===== src/rtl/instruction_fetch_stage_if.sv =====
// -----------------------------------------------------------------------------
// instruction_fetch_stage_if
//
// Instruction-memory bus between the fetch stage and instruction memory.
// Only one request is ever outstanding and the memory always accepts.
//
//   imem_req    : request strobe, high for exactly one cycle per fetch
//   imem_addr   : word-aligned fetch address, valid while imem_req is high
//   imem_rvalid : response valid, at least one cycle after the request
//   imem_rdata  : response data, valid while imem_rvalid is high
//
// Modports:
//   master : fetch stage side (drives req/addr, receives rvalid/rdata)
//   slave  : memory side
// -----------------------------------------------------------------------------
interface instruction_fetch_stage_if;
    logic        imem_req;
    logic [31:0] imem_addr;
    logic        imem_rvalid;
    logic [31:0] imem_rdata;

    modport master (
        output imem_req,
        output imem_addr,
        input  imem_rvalid,
        input  imem_rdata
    );

    modport slave (
        input  imem_req,
        input  imem_addr,
        output imem_rvalid,
        output imem_rdata
    );
endinterface


===== src/rtl/instruction_fetch_stage.sv =====
// -----------------------------------------------------------------------------
// instruction_fetch_stage
//
// Fetch stage of the RV32IMA pipeline. Owns the PC, issues single-outstanding
// requests to instruction memory and drives the IF/ID register consumed by
// decode. Decode may hold IF/ID (stall low) or redirect the PC and clear IF/ID
// (flush high); flush always wins.
//
// Parameters:
//   RESET_PC      : PC loaded on reset, must be word aligned
//
// Ports:
//   clk           : clock, rising edge
//   reset         : asynchronous reset, active low
//   stall         : 0 = IF/ID holds, 1 = IF/ID may advance
//   flush         : redirect to flush_pc and clear IF/ID
//   flush_pc      : redirect target, low two bits ignored
//   imem          : instruction-memory bus (master side)
//   instruction   : IF/ID instruction, 0 is a bubble
//   pc_id         : PC of instruction
//   illegal_instr : IF/ID flag, the fetched opcode was filtered out
//
// Build option:
//   FETCH_OPCODE_FILTER_EN : when defined, words with an opcode outside the
//   supported set enter IF/ID as a bubble with illegal_instr set. When not
//   defined, fetched words pass unchanged and illegal_instr stays 0.
// -----------------------------------------------------------------------------
module instruction_fetch_stage #(
    parameter logic [31:0] RESET_PC = 32'h0000_0000
) (
    input  logic                       clk,
    input  logic                       reset,
    input  logic                       stall,
    input  logic                       flush,
    input  logic [31:0]                flush_pc,
    instruction_fetch_stage_if.master  imem,
    output logic [31:0]                instruction,
    output logic [31:0]                pc_id,
    output logic                       illegal_instr
);

    typedef enum logic [1:0] {
        IDLE,
        REQ,
        WAIT,
        HOLD
    } state_e;

    state_e      state_q;
    logic [31:0] pc_q;
    logic [31:0] skid_q;
    logic        discard_q;
    logic [31:0] instr_q;
    logic [31:0] pc_id_q;
    logic        illegal_q;

    logic [31:0] fetch_word;
    logic        deliver;
    logic [31:0] load_instr;
    logic        load_illegal;

    // The word headed for IF/ID comes from the skid buffer once decode has
    // stalled a response; otherwise straight from the memory bus.
    assign fetch_word = (state_q == HOLD) ? skid_q : imem.imem_rdata;

    // A fetched word moves into IF/ID this cycle (flush overrides this).
    assign deliver = stall &&
                     (((state_q == WAIT) && imem.imem_rvalid && !discard_q) ||
                      (state_q == HOLD));

`ifdef FETCH_OPCODE_FILTER_EN
    function automatic logic opcode_legal(input logic [6:0] opcode);
        case (opcode)
            7'b0000011, 7'b1100011, 7'b0110011, 7'b0010011, 7'b0010111,
            7'b1100111, 7'b1101111, 7'b0100011, 7'b0110111, 7'b0000000:
                return 1'b1;
            default:
                return 1'b0;
        endcase
    endfunction

    always_comb begin
        load_illegal = !opcode_legal(fetch_word[6:0]);
        load_instr   = load_illegal ? 32'h0 : fetch_word;
    end
`else
    assign load_instr   = fetch_word;
    assign load_illegal = 1'b0;
`endif

    // The request strobe and address decode straight from the state and PC
    // flops so memory sees the request in the same cycle the FSM enters REQ.
    assign imem.imem_req  = (state_q == REQ);
    assign imem.imem_addr = pc_q;

    assign instruction   = instr_q;
    assign pc_id         = pc_id_q;
    assign illegal_instr = illegal_q;

    // NOTE: every register here is assigned with <= so all flops update from
    // the same pre-edge values; a blocking = would let later statements see
    // already-updated state and change the behaviour with statement order.
    always_ff @(posedge clk or negedge reset) begin
        if (!reset) begin
            state_q   <= IDLE;
            pc_q      <= RESET_PC;
            skid_q    <= 32'h0;
            discard_q <= 1'b0;
            instr_q   <= 32'h0;
            pc_id_q   <= 32'h0;
            illegal_q <= 1'b0;
        end else begin
            // IF/ID register: flush clears, a delivery loads, an advance with
            // nothing to deliver inserts a bubble, otherwise hold exactly.
            if (flush) begin
                instr_q   <= 32'h0;
                illegal_q <= 1'b0;
            end else if (deliver) begin
                instr_q   <= load_instr;
                illegal_q <= load_illegal;
                pc_id_q   <= pc_q;
            end else if (stall) begin
                instr_q   <= 32'h0;
                illegal_q <= 1'b0;
            end

            // PC and fetch FSM
            if (flush) begin
                pc_q <= flush_pc & ~32'h3;
                case (state_q)
                    IDLE: state_q <= IDLE;
                    REQ: begin
                        // The request just issued is stale; drop its response.
                        discard_q <= 1'b1;
                        state_q   <= WAIT;
                    end
                    WAIT: begin
                        if (imem.imem_rvalid) begin
                            // The stale response is here now: drop it in place.
                            discard_q <= 1'b0;
                            state_q   <= REQ;
                        end else begin
                            discard_q <= 1'b1;
                        end
                    end
                    HOLD:    state_q <= REQ;
                    default: state_q <= IDLE;
                endcase
            end else begin
                case (state_q)
                    IDLE: state_q <= REQ;
                    REQ:  state_q <= WAIT;
                    WAIT: begin
                        if (imem.imem_rvalid) begin
                            if (discard_q) begin
                                discard_q <= 1'b0;
                                state_q   <= REQ;
                            end else if (stall) begin
                                pc_q    <= pc_q + 32'd4;
                                state_q <= REQ;
                            end else begin
                                // Decode is holding: park the word until released.
                                skid_q  <= imem.imem_rdata;
                                state_q <= HOLD;
                            end
                        end
                    end
                    HOLD: begin
                        if (stall) begin
                            pc_q    <= pc_q + 32'd4;
                            state_q <= REQ;
                        end
                    end
                    default: state_q <= IDLE;
                endcase
            end
        end
    end

endmodule


===== src/flat_wrapper.sv =====
// flat-port wrapper written by rule: the top's interface ports become plain ports
module instruction_fetch_stage_flat 
#(
    parameter logic [31:0] RESET_PC = 32'h0000_0000
)
  (clk, reset, stall, flush, flush_pc, instruction, pc_id, illegal_instr, imem_imem_req, imem_imem_addr, imem_imem_rvalid, imem_imem_rdata);
  instruction_fetch_stage_if imem_i ();
  input  logic clk;
  input  logic reset;
  input  logic stall;
  input  logic flush;
  input  logic [31:0] flush_pc;
  output logic [31:0] instruction;
  output logic [31:0] pc_id;
  output logic illegal_instr;
  output wire logic [$bits(imem_i.imem_req)-1:0] imem_imem_req;
  output wire logic [$bits(imem_i.imem_addr)-1:0] imem_imem_addr;
  input wire logic [$bits(imem_i.imem_rvalid)-1:0] imem_imem_rvalid;
  input wire logic [$bits(imem_i.imem_rdata)-1:0] imem_imem_rdata;
  assign imem_imem_req = imem_i.imem_req;
  assign imem_imem_addr = imem_i.imem_addr;
  assign imem_i.imem_rvalid = imem_imem_rvalid;
  assign imem_i.imem_rdata = imem_imem_rdata;
  instruction_fetch_stage #(.RESET_PC(RESET_PC)) u_core (.clk(clk), .reset(reset), .stall(stall), .flush(flush), .flush_pc(flush_pc), .imem(imem_i), .instruction(instruction), .pc_id(pc_id), .illegal_instr(illegal_instr));
endmodule

===== config.mk =====
export PLATFORM = sky130hd
export DESIGN_NAME = instruction_fetch_stage_flat
export DESIGN_NICKNAME = d
export VERILOG_FILES = /design/src/rtl/instruction_fetch_stage_if.sv /design/src/rtl/instruction_fetch_stage.sv /design/src/flat_wrapper.sv
export SDC_FILE = /design/constraint.sdc
export NUM_CORES = 1
export LEC_CHECK = 0
export ABC_AREA = 0
export BUFFER_PORTS_ARGS = -buffer_cell sky130_fd_sc_hd__buf_2
export CAP_MARGIN = 10
export CORE_UTILIZATION = 56
export DETAILED_ROUTE_END_ITERATION = 7
export PLACE_DENSITY = 0.93
export SKIP_CTS_REPAIR_TIMING = 1
export SLEW_MARGIN = 10
export SYNTH_ARGS = -nofsm -noshare
export SYNTH_HDL_FRONTEND = slang
export SYNTH_SLANG_ARGS = --single-unit

===== constraint.sdc =====
create_clock -name clk -period 5.15 [get_ports clk]
set_input_delay 1.2875 -clock clk [delete_from_list [all_inputs] [get_ports clk]]
set_output_delay 1.2875 -clock clk [all_outputs]
set_load 0.02 [all_outputs]

# Word-level counts from Yosys, hierarchy flattened
# Cells that the tools add are included.
[classes]
n_mux = 25
div_mod_pow = 0
multipliers = 0
n_reduce_logical = 16
order_cmp = 0
shifts = 0
bitwise_logic = 3
n_addsub = 1
eq_ne = 7
[op_table]
columns = ["cell", "count"]
rows = [
  ["32-bit two-way mux", 8],
  ["32-bit case mux with 2 select lines", 1],
  ["32-bit by 3-bit adder with 32-bit output, second input constant", 1],
  ["2-bit case mux with 4 select lines", 2],
  ["2-bit two-way mux", 6],
  ["3-bit inequality test, second input constant", 3],
  ["1-bit two-way mux", 7],
  ["3-bit AND reduction", 2],
  ["2-bit nonzero test", 3],
  ["3-bit nonzero test", 2],
  ["5-bit AND reduction", 1],
  ["2-bit == test, second input constant", 2],
  ["2-bit AND reduction", 2],
  ["1-bit logical AND", 3],
  ["1-bit NOT", 3],
  ["2-bit by 1-bit == test with 1-bit output, second input constant", 1],
  ["2-bit logical NOT", 1],
  ["2-bit inequality test, second input constant", 1],
  ["1-bit case mux with 2 select lines", 1],
  ["1-bit logical NOT", 1],
  ["1-bit logical OR", 1],
]
[totals]
register_bits = 132
input_bits = 69
romBits = 0
n_memories = 0
out_inout_bits = 98
mem_bits_rw = 0
latch_bits = 0
elab_cells = 59

# Longest topological paths before layout
# Gate-level depths: netlist (run 1).
[depth]
word_depth = 7
ltp_mapped = 9
ltp_nobuf = 7

# Worst setup path before layout (run 1)
# No wires, ideal clock.
[synth_timing]
path_kind = "input port to flip-flop"
startpoint = "in flush"
endpoint = "reg u_core.skid_q[0]"
stages = 6
path_buffers = 3
arrival_time_ps = 2531
path_slack_ps = 2494
setup_time_ps = 125
t_required_ps = 5025
path_cell_list = "clkbuf_1 nor2_1 and2_1 clkbuf_1 buf_4 mux2_2"
[synth_between]
elab_chain_len = 2
[synth_rtl]
columns = ["item", "line", "rtl"]
rows = [
  ["from (decl)", "flat_wrapper.sv:11", "input logic flush;"],
  ["1-bit NOT (no line)", "-", ""],
  ["5-bit AND reduction (no line)", "-", ""],
  ["to (signal assigned)", "instruction_fetch_stage.sv:163", "skid_q <= imem.imem_rdata;"],
  ["to (decl)", "instruction_fetch_stage.sv:51", "logic [31:0] skid_q;"],
]
# No other way between the ends.
# A chain may end at the register's enable or synchronous reset.

# Worst setup path in the final report (run 1)
[layout_timing]
startpoint = "in flush"
endpoint = "reg u_core.pc_id_q[24] (netlist: u_core.pc_id[24])"
[layout_between]
elab_chain_len = 2
[layout_rtl]
columns = ["item", "line", "rtl"]
rows = [
  ["1-bit NOT (no line)", "-", ""],
  ["2-bit AND reduction (no line)", "-", ""],
  ["to (signal assigned)", "instruction_fetch_stage.sv:121", "pc_id_q <= pc_q;"],
  ["to (decl)", "instruction_fetch_stage.sv:54", "logic [31:0] pc_id_q;"],
]
# No other way between the ends.

==> results.cfg, run 1 <==
[route]
ant_nets = 0
wirelength_um = 14100
drt_iter0_markers = 213
via_per_inst = 5.68
via_count = 4621
drc = 0
drt-wirelength-per-cell_um = 17.3
dr.pass1.iters = 5

[layout]
layout_commonest_cell = buf_2
final_nets = 738
final_cell_mix = buf_2, dfrtp_1, nand2_1
final_cells = 813
antenna_cells = 0
drive_gt1_frac = 0.414
fillers = 736
syn_to_final_growth_pct = 26.3

[die]
rows = 37
boundaryPins = 167
dieArea_um2 = 10900
die_h_um = 105
core_area_um2 = 10300
initial_core_util = 0.574
die_w_um = 105

[flow_run]
drv_cap = 0

[logic_synthesis]
yosysWarnings = 0
synth_seq_area_share = 0.539
synth-seq-cells = 127
synth_cell_type_count = 43
synth_area_um2 = 5900
postSynthCellCount = 509
syn_avg_cell_area_um2 = 11.6

[critical_path]
arrival_ns = 3.33
required_ns = 5.55
cp_max_fo = 32
end_kind = register
crit_path_top_delay_cell = o211ai_4
crit_chain = buf_2, inv_1, o211ai_4, buf_4, mux2_2
cpPeakStageDelay_ns = 0.54
worstSetupPathType = input pin to register
cp-start-kind = input pin

[placement]
portBuffers = 159
dpl.hpwl_um = 9400
place_ws_ns = 1.68
gp_congestion = 0.836
dp_cells = 781

[cts]
cts_num_sinks = 127
cts_buffer_depth = 2
clkTransAtPathRegs_ns = 0.06
cts_inserted_buffers = 17
ctsRootBufferMaster = clkbuf_8
clk_latency_ns = 0.52
cts_tree = yes
cts_htree_levels = 4

[status]
status = completed

[sta]
skew_ns = 0.0105
rsz0062_at_grt = no
hold_violations = 0
min_period_ns = 2.94
finalCritPeriodShare = 0.571
slew_headroom = 0.253
timing.final.ws_setup_ns = 2.21
whs_ns = 0.476
tns_ns = 0
report.final.slew_viol_count = 0
tightest_slew_ns = 1.12
setup_viol = 0
fmax_ghz = 0.340

[pwr]
vdd_drop_max_mv = 0.265
cellPowerDensity_nw_per_um2 = 501
finalPower_mw = 3.74
p_leak_nw = 3.56

[global_routing]
grt_pass1_wl_um = 23000
grt_overflow = 0
grt_antenna_before_repair = 0
track_usage = 0.269
grt_pass1_vias = 4685
grt_max_degree = 68

[hold_path]
hold_path_class = register to register
[logic make-up (layout without fill, tap and decap cells)]
logic type	Yosys count	after routing	synth area share
muxes	95	95	0.174
other	1	5	0.000636
adders and majority gates	5	5	0.0106
and+or+nand+nor	138	138	0.132
xor gates and xnor gates	28	28	0.0416
buffers and inverters	41	205	0.0354
AOI/OAI and AO/OA	74	74	0.0666
DFF	127	127	0.539
[worst paths after layout]
path	slack [ns]	endpoint	start	cells after the start
worst min-delay path	0.48	u_core.instruction[16]	u_core.instruction[16]	2
worst max-delay path	2.21	u_core.pc_id[24]	flush	5
worst min register to register	0.48	u_core.instruction[16]	u_core.instruction[16]	2
worst max register to register	2.41	u_core.imem.imem_addr[24]	u_core.state_q[0]	7
max in group asynchronous	3.46	u_core.pc_id[18]	reset	2
min in group asynchronous	0.86	u_core.instruction[15]	reset	1
[critical path, delay by kind of cell]
family	cells	cell delay (ns)
AOI/OAI and AO/OA	1	0.54
buffers and inverters	3	1.13
muxes	1	0.35
[layout make-up]
cell class | instances | area [µm²] | share of cell area
flip-flops and latches | 127 | 3180 | 0.426
multi-input cells | 345 | 2540 | 0.342
repair buffers | 166 | 863 | 0.116
clock buffers | 22 | 463 | 0.0621
clock inverters | 10 | 206 | 0.0277
well taps | 136 | 170 | 0.0228
inverters | 7 | 26.3 | 0.00353
[synth_stat cells, drive strengths merged]
master  count  area, µm²
a21oi       6       30.0
a31oi       3       18.8
and2        2       12.5
and2b       1       7.51
and3        7       45.1
and3b       1       10.0
and4        3       27.5
buf        18        123
clkbuf     16       60.1
conb        1       3.75
dfrtp     127       3180
ha          5       62.6
inv         7       26.3
mux2       62        698
mux2i      33        330
nand2      73        274
nand3       5       25.0
nand4      11        114
nand4b      1       8.76
nor2        9       33.8
nor2b       1       6.26
nor3       14        105
nor3b       1       7.51
nor4        8       96.3
o211ai      3       27.5
o21a        1       7.51
o21ai      60        300
o41ai       1       8.76
or3         1       6.26
xnor2      24        210
xor2        4       35.0
[report_power, final]
| group | internal [mW] | total [mW] | switching, mW |
|---|---|---|---|
| Clock | 0.922 | 1.35 | 0.426 |
| Combinational | 0.413 | 0.968 | 0.555 |
| Sequential | 1.25 | 1.42 | 0.169 |
[registers in the layout, indices dropped and copies added (netlist names)]
signal and count:
u_core.discard_q 1, u_core.state_q 2, u_core.skid_q 32, u_core.instruction 32
u_core.imem.imem_addr 30, u_core.pc_id 30
[per-stage QoR]
stage / utilization / instance area (µm²)
3_5_place_dp: 0.660 / 6780
4_1_cts: 0.725 / 7450
6_report: 0.725 / 7450
5_1_grt: 0.725 / 7450
2_1_floorplan: - / 5910
3_3_place_gp: 0.660 / 6780
[metal layers]
layer	vias up	track usage	wire length, µm
li1	2089	-	-
met1	2298	0.335	5850
met2	210	0.456	7040
met3	24	0.0636	926
met4	0	0.101	256
met5	-	0	0
Note: power is estimated with default switching activity, not from simulation.
==> run 2: changes to the inputs <==
--- a/config.mk
+++ b/config.mk
@@ -5,12 +5,12 @@
 export SDC_FILE = /design/constraint.sdc
 export NUM_CORES = 1
 export LEC_CHECK = 0
-export ABC_AREA = 0
+export ABC_AREA = 1
 export BUFFER_PORTS_ARGS = -buffer_cell sky130_fd_sc_hd__buf_2
 export CAP_MARGIN = 10
-export CORE_UTILIZATION = 56
+export CORE_UTILIZATION = 48
 export DETAILED_ROUTE_END_ITERATION = 7
-export PLACE_DENSITY = 0.93
+export PLACE_DENSITY = 0.85
 export SKIP_CTS_REPAIR_TIMING = 1
 export SLEW_MARGIN = 10
 export SYNTH_ARGS = -nofsm -noshare
==> constraint.sdc (replaced) <==
create_clock -name clk -period 2.6 [get_ports clk]
set_input_delay 0.65 -clock clk [delete_from_list [all_inputs] [get_ports clk]]
set_output_delay 0.65 -clock clk [all_outputs]
set_load 0.02 [all_outputs]
==> results.cfg, run 2 <==
[critical_path]
end_kind = register
required_ns = 2.89
worstSetupPathType = register to register
cp_max_fo = 45
arrival_ns = 2.43
cp-start-kind = register

[die]
dieArea_um2 = 13700
die_w_um = 117
initial_core_util = 0.499
core_area_um2 = 12800
boundaryPins = 167
die_h_um = 117
rows = 41

[global_routing]
track_usage = 0.247
grt_antenna_before_repair = 0
grt_pass1_wl_um = 25600
met3_usage = 0.0850
grt.busiest_layer = met2
grt_overflow = 0
use_met2 = 0.403
use_met1 = 0.303
grt_max_degree = 67
grt_pass1_vias = 5345

[sta]
tightest_slew_ns = 0.592
fmax_ghz = 0.466
rsz0062_at_grt = no
skew_ns = 0.00907
slew_headroom = 0.605
setup_viol = 0
finalCritPeriodShare = 0.826
min_period_ns = 2.15
tns_ns = 0
report.final.slew_viol_count = 0
hold_violations = 0

[logic_synthesis]
synth.most_common_cell = nand2_1
synth-seq-cells = 127
synthXorXnorAreaFrac = 0
synth_fa_ha_area_frac = 0.00981
synth-compound-area-share = 0.142
syn_avg_cell_area_um2 = 7.79
postSynthCellCount = 819
synth_cell_type_count = 34
synthTopCellsByArea = dfrtp_1, nand2_1, o21ai_0
yosysWarnings = 0
synth_top_area_frac = 0.498
muxShareOfSynthArea = 0.00942
synth_top_family_by_area = simple AND/OR/NAND/NOR gates
synth_edf_count = 0
ys.flop_type = dfrtp_1
synth_area_um2 = 6380
async_flop_share = 1.00
synth_seq_area_share = 0.498
ys_top_cells_by_count = nand2_1, dfrtp_1, o21ai_0
synth_area_leader_cell = dfrtp_1
synthSimpleGateAreaFrac = 0.252

[route]
via_count = 5857
dr.pass1.iters = 5
drt-wirelength-per-cell_um = 13.8
ant_nets = 0
drt_iter0_markers = 476
via_per_inst = 5.08
drc = 0
wirelength_um = 15900

[cts]
clk_latency_ns = 0.42
cts_htree_levels = 4
cts_num_sinks = 127
clkTransAtPathRegs_ns = 0.06
cts_buffer_depth = 2
cts_inserted_buffers = 17
cts_tree = yes
ctsRootBufferMaster = clkbuf_16

[pwr]
cellPowerDensity_nw_per_um2 = 1070
finalPower_mw = 8.36
p_leak_nw = 4.14
vdd_drop_max_mv = 0.667

[placement]
gp_congestion = 0.936
portBuffers = 159
dpl.hpwl_um = 10900

[layout]
drive_gt1_frac = 0.235
syn_to_final_growth_pct = 22.7
layout_commonest_cell = nand2_1
antenna_cells = 0
final_nets = 1044
final_cell_mix = nand2_1, buf_2, dfrtp_1

[hold_path]
hold_path_class = input pin to async pin

[flow_run]
drv_cap = 0

[status]
status = completed
-- run 2: cell types whose count changed in the layout (fill, tap and decap cells not counted), moves of 6 or more --
cell | previous run | this run
and3_1 | 6 | 0
nor2_1 | 8 | 64
o21ai_1 | 18 | 29
inv_1 | 7 | 78
nand4_1 | 8 | 2
nand3_1 | 5 | 37
o21ai_0 | 41 | 117
xnor2_1 | 24 | 0
a21oi_1 | 6 | 17
mux2i_1 | 33 | 0
mux2_2 | 61 | 0
o22ai_1 | 0 | 6
nand2_1 | 73 | 255
nor3_2 | 7 | 0
-- run 2: cells by family after synthesis --
kind of cell	count (synthesis)
AO/OA/AOI/OAI	175
adder cells (fa/ha/maj)	5
buffers and inverters	124
flip-flops	127
multiplexers	4
other	1
AND/OR/NAND/NOR	383
-- run 2: worst max-delay path, cell delays in order (launching register included) --
cell	delay [ns]
dfrtp_1	0.42
inv_1	0.09
ha_1	0.25
nand3_1	0.15
nand2_2	0.10
nand3_4	0.42
buf_4	0.38
nand2_1	0.09
o21ai_0	0.10
-- run 2: cell type report --
| class | instances | area, µm² |
|---|---|---|
| Clock buffer | 19 | 453 |
| Clock inverter | 11 | 93.8 |
| Fill cell | 1088 | 4950 |
| Inverter | 81 | 307 |
| Multi-Input combinational cell | 572 | 2650 |
| Sequential cell | 127 | 3180 |
| Tap cell | 172 | 215 |
| Timing Repair Buffer | 171 | 926 |
-- run 2: final timing paths --
| path | endpoint | slack (ns) | depth (start not counted) | startpoint |
|---|---|---|---|---|
| max | u_core.pc_id[22] | 0.45 | 8 | u_core.state_q[0] |
| min | u_core.imem.imem_addr[7] | 0.23 | 1 | reset |
| max reg2reg | u_core.pc_id[22] | 0.45 | 8 | u_core.state_q[0] |
| min reg2reg | u_core.skid_q[22] | 0.48 | 2 | u_core.skid_q[22] |
| max in group asynchronous | u_core.pc_id[31] | 1.74 | 2 | reset |
| min in group clk | u_core.skid_q[22] | 0.48 | 2 | u_core.skid_q[22] |
-- run 2: report_power, final --
group          switching, mW  total [mW]  internal (mW)  leakage, nW
logic                   2.01        3.01           1.00         2.24
clock network          0.861        2.20           1.34        0.262
registers              0.539        3.15           2.61         1.64
-- run 2: metal layers --
layer  wire length [µm]  vias to the layer above
li1                   -                     2906
met1               6680                     2682
met2               7540                      242
met3               1370                       27
met4                298                        0
met5                  0                        -
-- run 2: per-stage QoR --
stage	hold WS, ns	instance area (µm²)	setup slack [ns]	cells	util
floorplan	0.354	6390	0.993	823	-
global placement	0.461	7280	0.548	1123	0.570
detailed placement	0.468	7280	0.470	1123	0.570
CTS	0.245	7830	0.439	1153	0.613
global route	0.275	7830	0.193	1153	0.613
finish	0.232	7830	0.453	1153	0.613
==> run 3: changes to the inputs <==
--- a/config.mk
+++ b/config.mk
@@ -8,9 +8,9 @@
 export ABC_AREA = 1
 export BUFFER_PORTS_ARGS = -buffer_cell sky130_fd_sc_hd__buf_2
 export CAP_MARGIN = 10
-export CORE_UTILIZATION = 48
+export CORE_UTILIZATION = 53
 export DETAILED_ROUTE_END_ITERATION = 7
-export PLACE_DENSITY = 0.85
+export PLACE_DENSITY = 0.88
 export SKIP_CTS_REPAIR_TIMING = 1
 export SLEW_MARGIN = 10
 export SYNTH_ARGS = -nofsm -noshare
==> constraint.sdc (replaced) <==
create_clock -name clk -period 2.2 [get_ports clk]
set_input_delay 0.55 -clock clk [delete_from_list [all_inputs] [get_ports clk]]
set_output_delay 0.55 -clock clk [all_outputs]
set_load 0.02 [all_outputs]
==> results.cfg, run 3 (synthesized netlist as in run 2, its figures left out) <==
[flow_run]
drv_cap = 0

[critical_path]
cp_max_fo = 27
worstSetupPathType = register to register
required_ns = 2.54
cp-start-kind = register
arrival_ns = 2.33
end_kind = register

[route]
dr_wl_met3_um = 1440
wirelength_um = 16200
via_per_inst = 5.30
drc = 13
drt_iter0_markers = 423
dr.pass1.iters = 8
via_count = 5968
ant_nets = 0
met2_length_um = 7650
drt-wirelength-per-cell_um = 14.4
highest_layer = met4
wl_met1_um = 6640

[layout]
drive_gt1_frac = 0.236
final_nets = 1045
layout_commonest_cell = nand2_1
syn_to_final_growth_pct = 23.6
finalInstanceArea_um2 = 7880
fillers = 946
antenna_cells = 0
final_cell_mix = nand2_1, buf_2, dfrtp_1

[die]
boundaryPins = 167
dieArea_um2 = 12500
die_w_um = 112
die_h_um = 112
initial_core_util = 0.551
rows = 39
core_area_um2 = 11600

[placement]
portBuffers = 159
gp_congestion = 0.888
place_ws_ns = 0.263
placed_cell_area_um2 = 7260
dpl.hpwl_um = 10900

[sta]
hold_violations = 0
whs_ns = 0.115
timing.final.ws_setup_ns = 0.203
fmax_ghz = 0.501
tns_ns = 0
min_period_ns = 2.00
slew_headroom = 0.605
report.final.slew_viol_count = 0
finalCritPeriodShare = 0.908
tightest_slew_ns = 0.593
rsz0062_at_grt = no
setup_viol = 0
skew_ns = 0.00591

[cts]
cts_inserted_buffers = 17
cts_tree = yes
cts_num_sinks = 127
ctsRootBufferMaster = clkbuf_16
clkTransAtPathRegs_ns = 0.05
cts_htree_levels = 4
clk_latency_ns = 0.42
cts_buffer_depth = 2

[global_routing]
grt_antenna_before_repair = 0
grt_max_degree = 65
grt_overflow = 0
grt_pass1_wl_um = 27000
track_usage = 0.276
grt_pass1_vias = 5594

[pwr]
cellPowerDensity_nw_per_um2 = 1300
p_leak_nw = 4.19
vdd_drop_max_mv = 0.752

[hold_path]
hold_path_class = input pin to async pin

[status]
status = finished with violations
violations = DRC
run 3: layer usage:
metal,vias to the layer above,GRT usage
met4,0,0.143
met1,2731,0.351
li1,2902,-
met3,33,0.0855
met5,-,0
met2,302,0.426
run 3: power breakdown:
part           switching [mW]  internal [mW]  total [mW]
Combinational            2.42           1.20        3.62
Sequential              0.640           3.09        3.73
Clock                    1.01           1.90        2.91
Total                    4.06           6.19        10.3
run 3: through the flow:
step                      total power [mW]  instances   util
after floorplan                       6.11        823      -
after global placement                7.18       1095  0.628
after detailed placement              7.31       1095  0.628
after CTS                             10.3       1127  0.681
after global routing                  10.9       1127  0.681
final                                 10.3       1127  0.681
run 3: area by class of cell:
| cell class | instances | area [µm²] | share of cell area |
|---|---|---|---|
| sequential | 127 | 3180 | 0.403 |
| inverter | 81 | 307 | 0.0389 |
| multi-input combinational | 572 | 2650 | 0.337 |
| timing repair buffer | 172 | 946 | 0.120 |
| tap | 143 | 179 | 0.0227 |
| clock buffer | 23 | 488 | 0.0619 |
| clock inverter | 9 | 130 | 0.0165 |
run 3: path summary, 6_finish.rpt:
kind	cells after the start	slack (ns)	startpoint	endpoint
worst max-delay path	9	0.20	u_core.state_q[0]	u_core.imem.imem_addr[5]
worst min-delay path	1	0.11	reset	u_core.pc_id[7]
worst max register to register	9	0.20	u_core.state_q[0]	u_core.imem.imem_addr[5]
worst min register to register	2	0.48	u_core.pc_id[16]	u_core.pc_id[16]
max in group asynchronous	2	1.48	reset	u_core.skid_q[22]
min in group clk	3	0.38	imem_imem_rdata[18]	u_core.skid_q[18]
run 3: critical path: stages, from the launching register on:
cell and delay (ns):
dfrtp_1 0.40, inv_1 0.08, ha_1 0.27, inv_1 0.13
nand2_1 0.06, nand3_1 0.09, nand2_2 0.24, inv_4 0.31
o21ai_0 0.18, a22oi_2 0.14
